===== config.mk =====
export PLATFORM = sky130hd
export DESIGN_NAME = top_wb
export DESIGN_NICKNAME = d
export VERILOG_FILES = /design/src/rtl/top_wb_pkg.sv /design/src/rtl/top_wb_load_aligner.sv /design/src/rtl/top_wb.sv
export SDC_FILE = /design/constraint.sdc
export NUM_CORES = 1
export LEC_CHECK = 0
export CORE_MARGIN = 10
export CORE_UTILIZATION = 55
export DETAILED_ROUTE_END_ITERATION = 10
export DONT_BUFFER_PORTS = 1
export PLACE_DENSITY = 0.73
export SYNTH_ARGS = -nofsm -noshare
export SYNTH_HDL_FRONTEND = slang
export SYNTH_SLANG_ARGS = --single-unit

===== constraint.sdc =====
create_clock -name i_clock -period 1.1 [get_ports i_clock]
set_input_delay 0.22 -clock i_clock [delete_from_list [all_inputs] [get_ports i_clock]]
set_output_delay 0.22 -clock i_clock [all_outputs]
set_load 0.005 [all_outputs]

===== src/rtl/top_wb_pkg.sv =====
// Shared definitions for the MIPS write-back stage.
// Load-type codes are also used by the MEM-stage control.
package top_wb_pkg;

  localparam int LOAD_TYPE_W = 3;

  typedef enum logic [LOAD_TYPE_W-1:0] {
    LOAD_LW  = 3'b000,
    LOAD_LH  = 3'b001,
    LOAD_LHU = 3'b010,
    LOAD_LB  = 3'b011,
    LOAD_LBU = 3'b100
  } load_type_e;

  // Number of bits needed to represent 'value'; never less than 1.
  function automatic int clogb2(input int value);
    int v;
    int bits;
    v    = value;
    bits = 0;
    while (v > 0) begin
      bits = bits + 1;
      v    = v >> 1;
    end
    if (bits == 0) bits = 1;
    return bits;
  endfunction

endpackage


===== src/rtl/top_wb_load_aligner.sv =====
// load_aligner: picks the addressed byte/halfword out of a little-endian
// memory word and sign- or zero-extends it. Purely combinational.
// The data width must be at least 32 bits; only the low word is laned.
module load_aligner
  import top_wb_pkg::*;
#(
  parameter int CANT_BITS_REGISTROS = 32,
  parameter int CANT_BITS_LOAD_TYPE = LOAD_TYPE_W
) (
  input  logic [CANT_BITS_REGISTROS-1:0] i_mem_data,
  input  logic [CANT_BITS_LOAD_TYPE-1:0] i_load_type,
  input  logic [1:0]                     i_byte_offset,
  output logic [CANT_BITS_REGISTROS-1:0] o_data_aligned
);

  logic [7:0]  byte_lane [4];
  logic [7:0]  byte_sel;
  logic [15:0] half_sel;

  genvar gi;
  generate
    for (gi = 0; gi < 4; gi++) begin : g_lane
      assign byte_lane[gi] = i_mem_data[8*gi +: 8];
    end
  endgenerate

  assign byte_sel = byte_lane[i_byte_offset];
  // offset bit 0 is ignored for halfwords: misaligned halves are not trapped
  assign half_sel = i_byte_offset[1] ? i_mem_data[31:16] : i_mem_data[15:0];

  // Extend the selected lane according to the load type; unknown codes act as LW
  always_comb begin
    o_data_aligned = i_mem_data;
    case (i_load_type)
      LOAD_LB:  o_data_aligned = {{(CANT_BITS_REGISTROS-8){byte_sel[7]}}, byte_sel};
      LOAD_LBU: o_data_aligned = {{(CANT_BITS_REGISTROS-8){1'b0}}, byte_sel};
      LOAD_LH:  o_data_aligned = {{(CANT_BITS_REGISTROS-16){half_sel[15]}}, half_sel};
      LOAD_LHU: o_data_aligned = {{(CANT_BITS_REGISTROS-16){1'b0}}, half_sel};
      default:  o_data_aligned = i_mem_data;
    endcase
  end

endmodule


===== src/rtl/top_wb.sv =====
// top_wb: write-back stage of the 5-stage MIPS pipeline.
// Holds the MEM/WB register, selects ALU result vs aligned load data and
// drives the register-file write port one cycle after MEM.
// Optional feature macro: WB_RETIRE_COUNTER_EN adds a retired-instruction
// counter on o_retired_count.
module top_wb
  import top_wb_pkg::*;
#(
  parameter int CANT_REGISTROS      = 32,
  parameter int CANT_BITS_REGISTROS = 32,
  parameter int CANT_BITS_LOAD_TYPE = LOAD_TYPE_W,
  parameter int CANT_BITS_CONTADOR  = 32,
  localparam int ADDR_W             = clogb2(CANT_REGISTROS-1)
) (
  input  logic                           i_clock,
  input  logic                           i_soft_reset,
  input  logic                           i_enable,
  input  logic                           i_flush,
  input  logic                           i_valid,
  input  logic                           i_RegWrite,
  input  logic                           i_MemtoReg,
  input  logic [ADDR_W-1:0]              i_reg_rd,
  input  logic [CANT_BITS_REGISTROS-1:0] i_alu_result,
  input  logic [CANT_BITS_REGISTROS-1:0] i_mem_data,
  input  logic [CANT_BITS_LOAD_TYPE-1:0] i_load_type,
  input  logic [1:0]                     i_byte_offset,
  output logic                           o_control_write_reg,
  output logic [ADDR_W-1:0]              o_reg_write,
  output logic [CANT_BITS_REGISTROS-1:0] o_data_write,
  output logic                           o_valid
`ifdef WB_RETIRE_COUNTER_EN
  ,
  output logic [CANT_BITS_CONTADOR-1:0]  o_retired_count
`endif
);

  logic                           valid_reg;
  logic                           regwrite_reg;
  logic                           memtoreg_reg;
  logic [ADDR_W-1:0]              rd_reg;
  logic [CANT_BITS_REGISTROS-1:0] data_reg;
  logic [CANT_BITS_REGISTROS-1:0] aligned_data;
  logic [CANT_BITS_REGISTROS-1:0] data_next;

  load_aligner #(
    .CANT_BITS_REGISTROS (CANT_BITS_REGISTROS),
    .CANT_BITS_LOAD_TYPE (CANT_BITS_LOAD_TYPE)
  ) u_load_aligner (
    .i_mem_data     (i_mem_data),
    .i_load_type    (i_load_type),
    .i_byte_offset  (i_byte_offset),
    .o_data_aligned (aligned_data)
  );

  // Alignment result is only used for loads; otherwise pass the ALU result
  assign data_next = i_MemtoReg ? aligned_data : i_alu_result;

  // MEM/WB register: capture on enable, hold on stall, flush always squashes valid
  always_ff @(posedge i_clock or negedge i_soft_reset) begin
    if (!i_soft_reset) begin
      valid_reg    <= 1'b0;
      regwrite_reg <= 1'b0;
      memtoreg_reg <= 1'b0;
      rd_reg       <= '0;
      data_reg     <= '0;
    end else if (i_enable) begin
      valid_reg    <= i_valid & ~i_flush;
      regwrite_reg <= i_RegWrite;
      memtoreg_reg <= i_MemtoReg;
      rd_reg       <= i_reg_rd;
      data_reg     <= data_next;
    end else if (i_flush) begin
      valid_reg    <= 1'b0;
    end
  end

  // Writes to r0 are dropped here so the register file never sees them
  assign o_control_write_reg = valid_reg & regwrite_reg & (rd_reg != '0);
  assign o_reg_write         = rd_reg;
  assign o_data_write        = data_reg;
  assign o_valid             = valid_reg;

`ifdef WB_RETIRE_COUNTER_EN
  logic [CANT_BITS_CONTADOR-1:0] retired_reg;

  // Count every instruction that retires into WB, writing or not; wraps freely
  always_ff @(posedge i_clock or negedge i_soft_reset) begin
    if (!i_soft_reset) begin
      retired_reg <= '0;
    end else if (i_enable && i_valid && !i_flush) begin
      retired_reg <= retired_reg + CANT_BITS_CONTADOR'(1);
    end
  end

  assign o_retired_count = retired_reg;
`endif

endmodule

Word-level counts from Yosys, hierarchy flattened
Cells that the tools add are included.

storage, ports and cells
  bits in registers = 39
  bits in latches = 0
  bits in writable memories = 0
  ROM bits = 0
  input port bits = 81
  output and inout bits = 39
  logic and storage cells = 24
  memories kept = 0

operators by class
  add/sub/neg operators = 0
  multipliers = 0
  divide/modulo/power cells = 0
  magnitude comparators = 1
  eq/ne operators = 4
  shifts and indexed selects = 0
  multiplexer cells = 8
  bitwise logic cells = 5
  reduce and logical (&&, ||, !) cells = 2

operators with widths
  operator              count
  $pmux W32 S4          1
  $mux W32              1
  $bmux W8 S2           1
  $mux W16              1
  $mux W8               2
  $eq A3 B2 Y1 const B  2
  $reduce_bool A5 Y1    1
  $and A1 B1 Y1         3
  $eq A3 B1 Y1 const B  1
  $eq A3 B3 Y1 const B  1
  $ge A3 B3 Y1 const B  1
  $not A2 Y3            1
  $mux W1               2
  $reduce_bool A2 Y1    1
  $not A1 Y1            1

Longest topological paths before layout
Gate-level depths: netlist of the first run.

  depth in word-level cells = 6
  depth in mapped cells = 7
  gate-level depth less buffers = 4

By module
Synthesis of the first run repeated with hierarchy kept, for this count alone.

unflattened totals
  cells, all modules = 323
  area total of the unflattened synthesis = 2,702.6 µm²

by module, submodules not included
  module        instances  cells an instance  area each (µm²)  sequential area each (µm²)
  top_wb        1          157                1,761.7          975.9
  load_aligner  1          166                940.9            0.0

Worst setup path before layout of the first run
No wires, ideal clock.

  kind = input -> register
  start = input port i_load_type[0]
  end = register data_reg[24], in the netlist o_data_write[24]
  setup time = 147 ps
  arrival = 1,340 ps
  data required time = 953 ps
  path slack = -387 ps
  cell stages on the path = 6
  buffers on the path = 2
  cells stage by stage = buf_4 > nor2b_1 > nor3b_2 > nor4_4 > buf_6 > a221oi_2

on the way
  longest elaborated chain between the ends = 3
  elaborated cells on any way between the ends = 6
  those cells by class = 4 x eq/ne; 2 x mux

RTL lines
  what                                        line                       source
  start, declared                             top_wb.sv:25               input logic [CANT_BITS_LOAD_TYPE-1:0] i_load_type,
  $eq A3 B2 Y1, or another cell as far along  top_wb_load_aligner.sv:34  case (i_load_type)
  $pmux W32 S4 *                              top_wb_load_aligner.sv:34
  $mux W32 *                                  top_wb.sv:56               assign data_next = i_MemtoReg ? aligned_data : i_alu_result;
  end signal, assigned                        top_wb.sv:71               data_reg <= data_next;
  end, declared                               top_wb.sv:41               logic [CANT_BITS_REGISTROS-1:0] data_reg;

Mark *: on every way between the ends. The rest lies on a longest branch, timed or not.
A chain may end at the register's enable or synchronous reset.

Worst setup path after layout of the first run
  start = register rd_reg[1], in the netlist o_reg_write[1]
  end = output port o_control_write_reg

on the way
  longest elaborated chain between the ends = 2

RTL lines
  what                    line          source
  start, declared         top_wb.sv:40  logic [ADDR_W-1:0] rd_reg;
  start signal, assigned  top_wb.sv:70  rd_reg <= i_reg_rd;
  $reduce_bool A5 Y1      top_wb.sv:78  assign o_control_write_reg = valid_reg & regwrite_reg & (rd_reg != '0);
  $and A1 B1 Y1           top_wb.sv:78
  end, declared           top_wb.sv:27  output logic o_control_write_reg,

No other way between the ends.

==> impl_metrics.ini, run 1 <==
[outcome]
status = finished with violations
violations = negative hold slack, negative setup slack

[routing]
postRouteAntennaNets = 0
wl_per_cell_um = 23.55
viasPerCell = 6.607
drt_iter0_markers = 266
drc_errors = 0
drt_wl_total_mm = 8.618
num_vias = 2418
drt_first_pass_iters = 5

[floorplan]
dieArea_sq_um = 8371
core_area_sq_um = 4848
die_w_um = 91.50
pin_count = 120
rows = 25
initial_utilization = 0.5799
die_y_um = 91.50

[synthesis]
synth-edff-count = 0
syn-instance-count = 306
synthMuxAreaShare = 0.1099
syn_area_per_cell_sq_um = 9.188
netlist_area_sq_um = 2811
synthXorXnorAreaFrac = 0.01202
yosys_most_used_dff = dfrtp_1
synth_compound_area_frac = 0.2568
synth_fa_ha_area_frac = 0.02492
synthArstFlopShare = 1.000
synth_warnings = 0
synth_top_family_by_area = compound AO/OA/AOI/OAI gates
synth-simple-area-share = 0.1767
synthesis.nets = 387
synth.yosys.seq_area_share = 0.3471
netlist-cell-type-count = 45
ys_ff_latch = 39

[cells_and_area]
instances_no_fill = 366
drive_gt1_frac = 0.2542
final_common_cell = dfrtp_1
n_fill_cell = 404
multi_input_area_sq_um = 1720
layout_common_cells = dfrtp_1 (39), nor2_1 (38), nand2_1 (28), mux2_2 (21), o21ai_0 (20)
area_delta_synth_final_pct = 10.06
seq_area_sq_um = 975.9
antenna_cells = 0
largest_reg_flops = 32
nNetsFinal = 379

[clocking]
h-tree-depth = 2
clockRootBuffer = clkbuf_8
clk_pin_slew_ns = 0.08
cts.sinks = 39
numCtsBuffers = 5
post_cts_buffers = 0
clock_tree.buffer_depth = 2
tritoncts = done
cts_hold_buf = 1
clock_latency_ns = 0.29

[sta]
fin_crit_ns = 1.596
hold_slack_ns = -0.3877
worst_slew_pin_slew_ns = 0.4361
rsz0062_at_grt = true
fin_crit_sh = 1.451
hold_violations = 39
fin_tns_setup_ns = -0.4964
setup_viol = 1
max_freq_ghz = 0.6264
fin_skew_ns = 0
finalWorstSetupSlack_ns = -0.4964
final-max-slew-violation-count = 0
slew_headroom = 0.7093

[placement]
gp_congestion = 0.8717
dpl.hpwl_mm = 6.407
place_inst = 357
dp_slack_ns = -0.2428
port_buffers = 0

[grt]
grt_first_pass_wirelength_mm = 13.37
grt_antenna_before_repair = 0
grt_start_max_net_pins = 75
grt_pass1_vias = 2370
grt.overflow.total = 0
track_usage = 0.1968

[setup_path]
worstSetupPathType = reg2out
r2r_cells = 2
crit_arrival_ns = 1.38
cp_data_required_time_ns = 0.88
end_kind = output pin
rrSetupSlack_ns = 0.21
r2r-start = o_reg_write[1]$_DFFE_PN0P_
r2r-end = o_reg_write[1]$_DFFE_PN0P_
cp-start-kind = register
cp_max_fo = 2

[pwr]
pwr_density_cell_nw_per_um2 = 1215
worst_ir_drop_vdd_mv = 0.7076
power.total_mw = 3.760
leakage_nw = 1.193

[min_path]
hold_class = in2async

[flow_run]
maxCapViolCount = 0
-- metal layers --
metal,GRT usage,wire (um)
met1,0.2565,3571
met2,0.2867,3812
met3,0.09218,1146
met4,0.04700,87
met5,0,0
-- cell usage after synthesis (3+ instances only) --
master	n	area, sq um
a221oi_1	20	175.2
a221oi_2	10	150.1
and2_1	7	43.79
buf_2	10	50.05
buf_4	3	22.52
clkbuf_1	14	52.55
dfrtp_1	39	975.9
inv_1	14	52.55
maj3_1	7	70.07
mux2_2	21	236.5
mux2i_1	5	50.05
nand2_1	28	105.1
nand2b_1	3	18.77
nor2_1	38	142.6
o211ai_1	8	60.06
o21a_1	6	45.04
o21ai_0	20	100.1
o21ai_1	6	30.03
o22ai_1	9	56.30
or4b_1	6	60.06
-- where the power goes --
part	internal (mW)	switching, mW
logic	0.401	0.326
clock network	0.746	0.527
registers	1.61	0.153
total	2.75	1.01
-- critical path, stage by stage (launching register included) --
cell and delay, ns:
dfrtp_1 0.39, or3_1 0.38, o311a_1 0.32
-- worst max-delay path by stage --
stage / start / endpoint / slack (ns) / depth (start not counted)
after floorplan: i_byte_offset[1] / o_data_write[24]$_DFFE_PN0P_ / -0.35 / 6
after global placement: i_load_type[2] / o_data_write[15]$_DFFE_PN0P_ / -0.21 / 5
after detailed placement: i_load_type[0] / o_data_write[5]$_DFFE_PN0P_ / -0.24 / 4
after CTS: o_reg_write[1]$_DFFE_PN0P_ / o_control_write_reg / -0.50 / 2
after global routing: o_reg_write[1]$_DFFE_PN0P_ / o_control_write_reg / -0.54 / 2
final: o_reg_write[1]$_DFFE_PN0P_ / o_control_write_reg / -0.50 / 2
-- logic make-up (layout without fill, tap and decap cells) --
group                      Yosys count  after routing
buffers and inverters               44             37
DFF                                 39             39
and+or+nand+nor                     95             95
xor gates and xnor gates             3              3
muxes                               27             27
AOI/OAI and AO/OA                   91             91
adders and majority gates            7              7
-- stage by stage --
| stage | utilization | cell area, sq um |
|---|---|---|
| floorplan | - | 2943 |
| global placement | 0.6080 | 2948 |
| detailed placement | 0.6080 | 2948 |
| CTS | 0.6351 | 3079 |
| global route | 0.6382 | 3094 |
| finish | 0.6382 | 3094 |
-- layout make-up --
| cell class | count | area share |
|---|---|---|
| Clock inverter | 2 | 0.01254 |
| Clock buffer | 6 | 0.02669 |
| Multi-Input combinational cell | 223 | 0.5560 |
| Inverter | 14 | 0.01698 |
| Tap cell | 67 | 0.02709 |
| Timing Repair Buffer | 15 | 0.04529 |
| Sequential cell | 39 | 0.3154 |
-- what timing repair did --
action	4_1_cts	5_1_grt
endpoints found under the hold margin	40	39
gates resized for setup	0	2
endpoints found under the setup margin	1	5
gates cloned	0	0
pin swaps	0	0
Power figures use the tool's default switching activity.
==> inputs of run 2 (changes only) <==
--- a/config.mk
+++ b/config.mk
@@ -5,11 +5,13 @@
 export SDC_FILE = /design/constraint.sdc
 export NUM_CORES = 1
 export LEC_CHECK = 0
+export ABC_AREA = 0
 export CORE_MARGIN = 10
 export CORE_UTILIZATION = 55
 export DETAILED_ROUTE_END_ITERATION = 10
 export DONT_BUFFER_PORTS = 1
 export PLACE_DENSITY = 0.73
+export SLEW_MARGIN = 0
 export SYNTH_ARGS = -nofsm -noshare
 export SYNTH_HDL_FRONTEND = slang
 export SYNTH_SLANG_ARGS = --single-unit
==> results of run 2 <==
No change in the layout: final DEF, timing and power equal those of run 1.
==> RTL edit 1, RTL diff (config.mk and constraints of run 2) <==
Set the parameter `CANT_REGISTROS` to 64 (it was 32).
--- a/src/rtl/top_wb.sv
+++ b/src/rtl/top_wb.sv
@@ -7,5 +7,5 @@
   import top_wb_pkg::*;
 #(
-  parameter int CANT_REGISTROS      = 32,
+  parameter int CANT_REGISTROS      = 64,
   parameter int CANT_BITS_REGISTROS = 32,
   parameter int CANT_BITS_LOAD_TYPE = LOAD_TYPE_W,
Ports: changed (resized i_reg_rd and o_reg_write); port bits go from 120 to 122. No check against the original RTL was run, so the function may have changed too.
==> RTL edit 1 against run 2 <==
The run still ends with hold timing, setup timing left. Wire length is 0.96% higher. Design area grew 3.2%. First-iteration DRC count fell by 28%. Clock skew unchanged. Synthesized area fell by 7.7%. Worst setup slack lost 0.16 ns. Total power fell by 1.2%. Sequential cell count increased by 1. Largest power group unchanged.
==> RTL edit 1: results (changes against run 2) <==
Outcome:
- The flow ran to the end, but the final reports show violations.
- The checks that failed: hold timing, setup timing.

Pwr:
- The combinational share of power is 23.5% (+4.2 points).
- The internal power component was 2.64 mW (-4.3%).
- The switching power as a share of total power is 29.1% (+2.3 points).
- The worst IR drop on VDD was 0.595 mV (-16%).
- The cell leakage power was 1.26 nW (+5.3%).
- The clock share of power came to 27.7% (-6.2 points).

Detailed routing:
- The met3 routed wirelength is 1070 microns (-7.1%).
- The violation count after the first detailed-routing iteration is 192 (-28%).
- The wire length per cell came to 24.5 microns (+4.1%).
- The total routed wire length on the met1 layer is 3300 microns (-7.6%).

GRT:
- The global routing met3 resource utilization is 8.18% (-1.0 points).
- The first-pass GRT wire length came to 13,100 microns (-2.0%).
- The overall track demand over capacity in global routing is 21.5% (+1.8 points).
- The maximum number of pins on one net before global-route repair is 72 (-4.0%).
- The global-route met1 utilization is 25.2% (-0.48 points).
- The global-route met2 utilization is 35.0% (+6.4 points).

Yosys:
- The share of the synthesized area in compound gates (AO/OA/AOI/OAI) came to 23.5% (-2.2 points).
- The xor-xnor portion of the synthesized cell area came to 0.675% (-0.53 points).
- The number of library cell types mapped by synthesis is 38 (-16%).
- The portion of netlist area occupied by mux cells is 10.9% (-0.047 points).
- The part of the Yosys area used for sequential elements was 38.6% (+3.9 points).
- The synthesized-area fraction occupied by adder cells is 0.771% (-1.7 points).
- The mean instance size in the synthesized netlist is 8.80 sq um (-4.3%).
- By area the synthesized netlist is led by sky130_fd_sc_hd__dfrtp_1 39%, sky130_fd_sc_hd__a221oi_1 9.8%, sky130_fd_sc_hd__mux2_2 9.1%.

Final layout:
- The area of combinational cells with multiple inputs is 0.00175 sq mm (+1.6%).
- The number of ordinary and repair buffers in the finished layout was 23 (+8).
- The fraction of cell area in non-clock buffers is 7.92% (+3.4 points).
- The post-route core utilization came to 71.4% (+7.5 points).
- The number of ordinary inverters in the final layout came to 9 (-5).
- The post-layout net count is 384 (+1.3%).

Timing:
- The final setup violation count is 26 (+25).
- The number of failing hold endpoints at the final stage is 40 (+2.6%).
- The maximum clock frequency was 570 MHz (-9.0%).
- The worst hold margin was -0.396 ns (-0.00805 ns).
- The final setup slack of the worst path was -0.655 ns (-0.159 ns).

Placement:
- The sum of net half-perimeters after detailed placement came to 6130 microns (-4.4%).
- The instance area after placement is 0.00284 sq mm (-3.6%).
- The number of cells after detailed placement is 342 (-4.2%).
- The pre-CTS setup slack was -0.436 ns (-0.193 ns).
- The routability-driven placement congestion ratio was 0.880 (+0.98%).

Floorplanning:
- The area inside the core boundary is 0.00447 sq mm (-7.7%).

Worst setup path:
- Among all stages on the critical path, the largest delay is contributed by sky130_fd_sc_hd__or4_1.
- The worst register-to-register path begins at o_reg_write[2]$_DFFE_PN0P_.
- The worst stage delay on the critical path is 0.53 ns (+0.14 ns).
- The critical path arrival is 1.54 ns (+0.16 ns).
RTL edit 1: cell types whose count changed after synthesis, moves of 6 or more:
cell | before | now
sky130_fd_sc_hd__buf_2 | 10 | 4
sky130_fd_sc_hd__or4b_2 | 1 | 7
sky130_fd_sc_hd__or4b_1 | 6 | 0
sky130_fd_sc_hd__o21ai_1 | 6 | 0
sky130_fd_sc_hd__o22ai_1 | 9 | 15
sky130_fd_sc_hd__a21oi_1 | 2 | 9
sky130_fd_sc_hd__a221oi_2 | 10 | 0
sky130_fd_sc_hd__and2_1 | 7 | 1
sky130_fd_sc_hd__nor2_1 | 38 | 44
sky130_fd_sc_hd__o21ai_0 | 20 | 13
sky130_fd_sc_hd__nor2b_1 | 2 | 9
sky130_fd_sc_hd__a221oi_1 | 20 | 29
RTL edit 1: timing repair:
item | in CTS | in global routing
resized for setup | 31 | 5
hold endpoints to repair | 47 | 40
pin swaps | 22 | 5
gates cloned | 1 | 0
endpoints found under the setup margin | 25 | 26
setup buffers | 2 | 1
==> RTL edit 2, RTL diff (settings of run 2) <==
Made on the original files. Put one more register stage on the output `o_reg_write`, without a reset. The value now appears one clock later. The other outputs are not delayed to match.
--- a/src/rtl/top_wb.sv
+++ b/src/rtl/top_wb.sv
@@ -77,5 +77,7 @@
   // Writes to r0 are dropped here so the register file never sees them
   assign o_control_write_reg = valid_reg & regwrite_reg & (rd_reg != '0);
-  assign o_reg_write         = rd_reg;
+  always_ff @(posedge i_clock) begin
+    o_reg_write <= rd_reg;
+  end
   assign o_data_write        = data_reg;
   assign o_valid             = valid_reg;
Check against the original RTL: not equivalent (a bounded check fails within 4 cycles, from zero or initial values and one cycle with i_soft_reset low).
==> RTL edit 2 against run 2 <==
The run still ends with hold timing, setup timing left. Synthesized area rose by 3.1%. Design area rose by 2.8%. Non-clock buffer count fell by 1. Worst setup slack improved by 0.0045 ns. Total power rose by 5.7%. Die area rose by 2.4%. Clock skew rose by 0.00079 ns. Combinational power fell by 3.2%. Sequential cell count rose by 5. Wire length fell by 0.36%. Maximum frequency rose by 0.28%. Largest power group unchanged. Sequential power rose by 11%.
==> RTL edit 2: results (changes against run 2) <==
GRT:
- The first-pass GRT wire length is 13,700 microns (+2.4%).

Placement:
- The sum of net half-perimeters after detailed placement came to 6170 microns (-3.8%).
- The instance area after placement is 0.00301 sq mm (+2.1%).
- The routability-driven placement congestion ratio came to 0.867 (-0.50%).
- The number of cells after detailed placement was 361 (+1.1%).

Timing:
- The number of failing hold endpoints at the final stage is 39 (unchanged).
- The worst hold margin was -0.403 ns (-0.0149 ns).
- The final setup slack of the worst path is -0.492 ns (+0.00453 ns).
- The final setup violation count is 1 (unchanged).

Final layout:
- The count of clock buffers in the final design came to 5 (-1).
- The number of standard cells in the layout, taps in and fillers out is 373 (+1.9%).
- The share of the final layout cell area in sequential cells is 33.8% (+2.3 points).
- The fraction of cell area in non-clock buffers came to 3.93% (-0.60 points).
- The post-layout net count is 383 (+1.1%).
- The filler cell count was 432 (+6.9%).

Worst setup path:
- The number of cells on the worst reg-to-reg path came to 3 (+1).
- The worst setup slack for register-to-register paths is 0.11 ns (-0.10 ns).

Outcome:
- The run finished, with violations left.
- The checks that failed: hold timing, setup timing.

Pwr:
- The cell leakage power was 1.23 nW (+3.1%).
- The internal power component is 2.89 mW (+4.8%).

Yosys:
- The part of the Yosys area used for sequential elements came to 37.1% (+2.4 points).
- By area the synthesized netlist is led by sky130_fd_sc_hd__dfrtp_1 34%, sky130_fd_sc_hd__mux2_2 8.2%, sky130_fd_sc_hd__a221oi_1 6.0%.
- The post-synth net total was 392 (+1.3%).
- The fraction of registers with async set/reset is 88.6% (-11 points).
- The register bit count reported by yosys is 44 (+13%).

Detailed routing:
- The wire length per cell is 23.0 microns (-2.2%).
RTL edit 2: cell count changes after synthesis:
cell / change
sky130_fd_sc_hd__dfxtp_1: +5
sky130_fd_sc_hd__buf_4: -1
sky130_fd_sc_hd__buf_1: +1
sky130_fd_sc_hd__buf_2: +2
sky130_fd_sc_hd__nor2_4: -1
sky130_fd_sc_hd__maj3_2: +1
sky130_fd_sc_hd__maj3_1: -1
sky130_fd_sc_hd__buf_6: -1
sky130_fd_sc_hd__nor2_2: +1
sky130_fd_sc_hd__clkbuf_1: -1
RTL edit 2: metrics by stage:
stage	util [%]	setup WS [ns]	hold slack, ns
floorplan	-	-0.352	-0.0756
global placement	58.9	-0.298	-0.0742
detailed placement	58.9	-0.365	-0.0739
CTS	61.8	-0.528	-0.406
global route	62.3	-0.541	-0.415
finish	62.3	-0.492	-0.403
RTL edit 2: power by group through the flow:
stage          sequential, mW  clock, mW  combinational (mW)
6_report                 1.96       1.31               0.704
5_1_grt                  1.99       1.38               0.787
4_1_cts                  1.97       1.32               0.694
3_5_place_dp             2.00          0               0.671
3_3_place_gp             2.00          0               0.648
2_1_floorplan            1.94          0               0.697
RTL edit 2: cell families after synthesis:
group           after synthesis  synth area share [%]
fa+ha+maj                     7                  2.46
flops                        44                  37.1
compound gates               91                  24.9
simple gates                 95                  17.0
xor+xnor                      3                  1.17
mux                          27                  10.7
buf+inv                      44                  6.73
RTL edit 2: per-layer routing:
metal  track usage, %  up-vias  routed length, microns
met4             3.47        0                      59
met3             8.88        6                    1020
met5                0        -                       0
met2             32.1      101                    4060
li1                 -     1121                       -
met1             24.0     1144                    3450
RTL edit 2: critical path, stage by stage (launching register included):
cell and delay (ns):
sky130_fd_sc_hd__dfrtp_1 0.38, sky130_fd_sc_hd__or3_1 0.37, sky130_fd_sc_hd__o311a_1 0.32
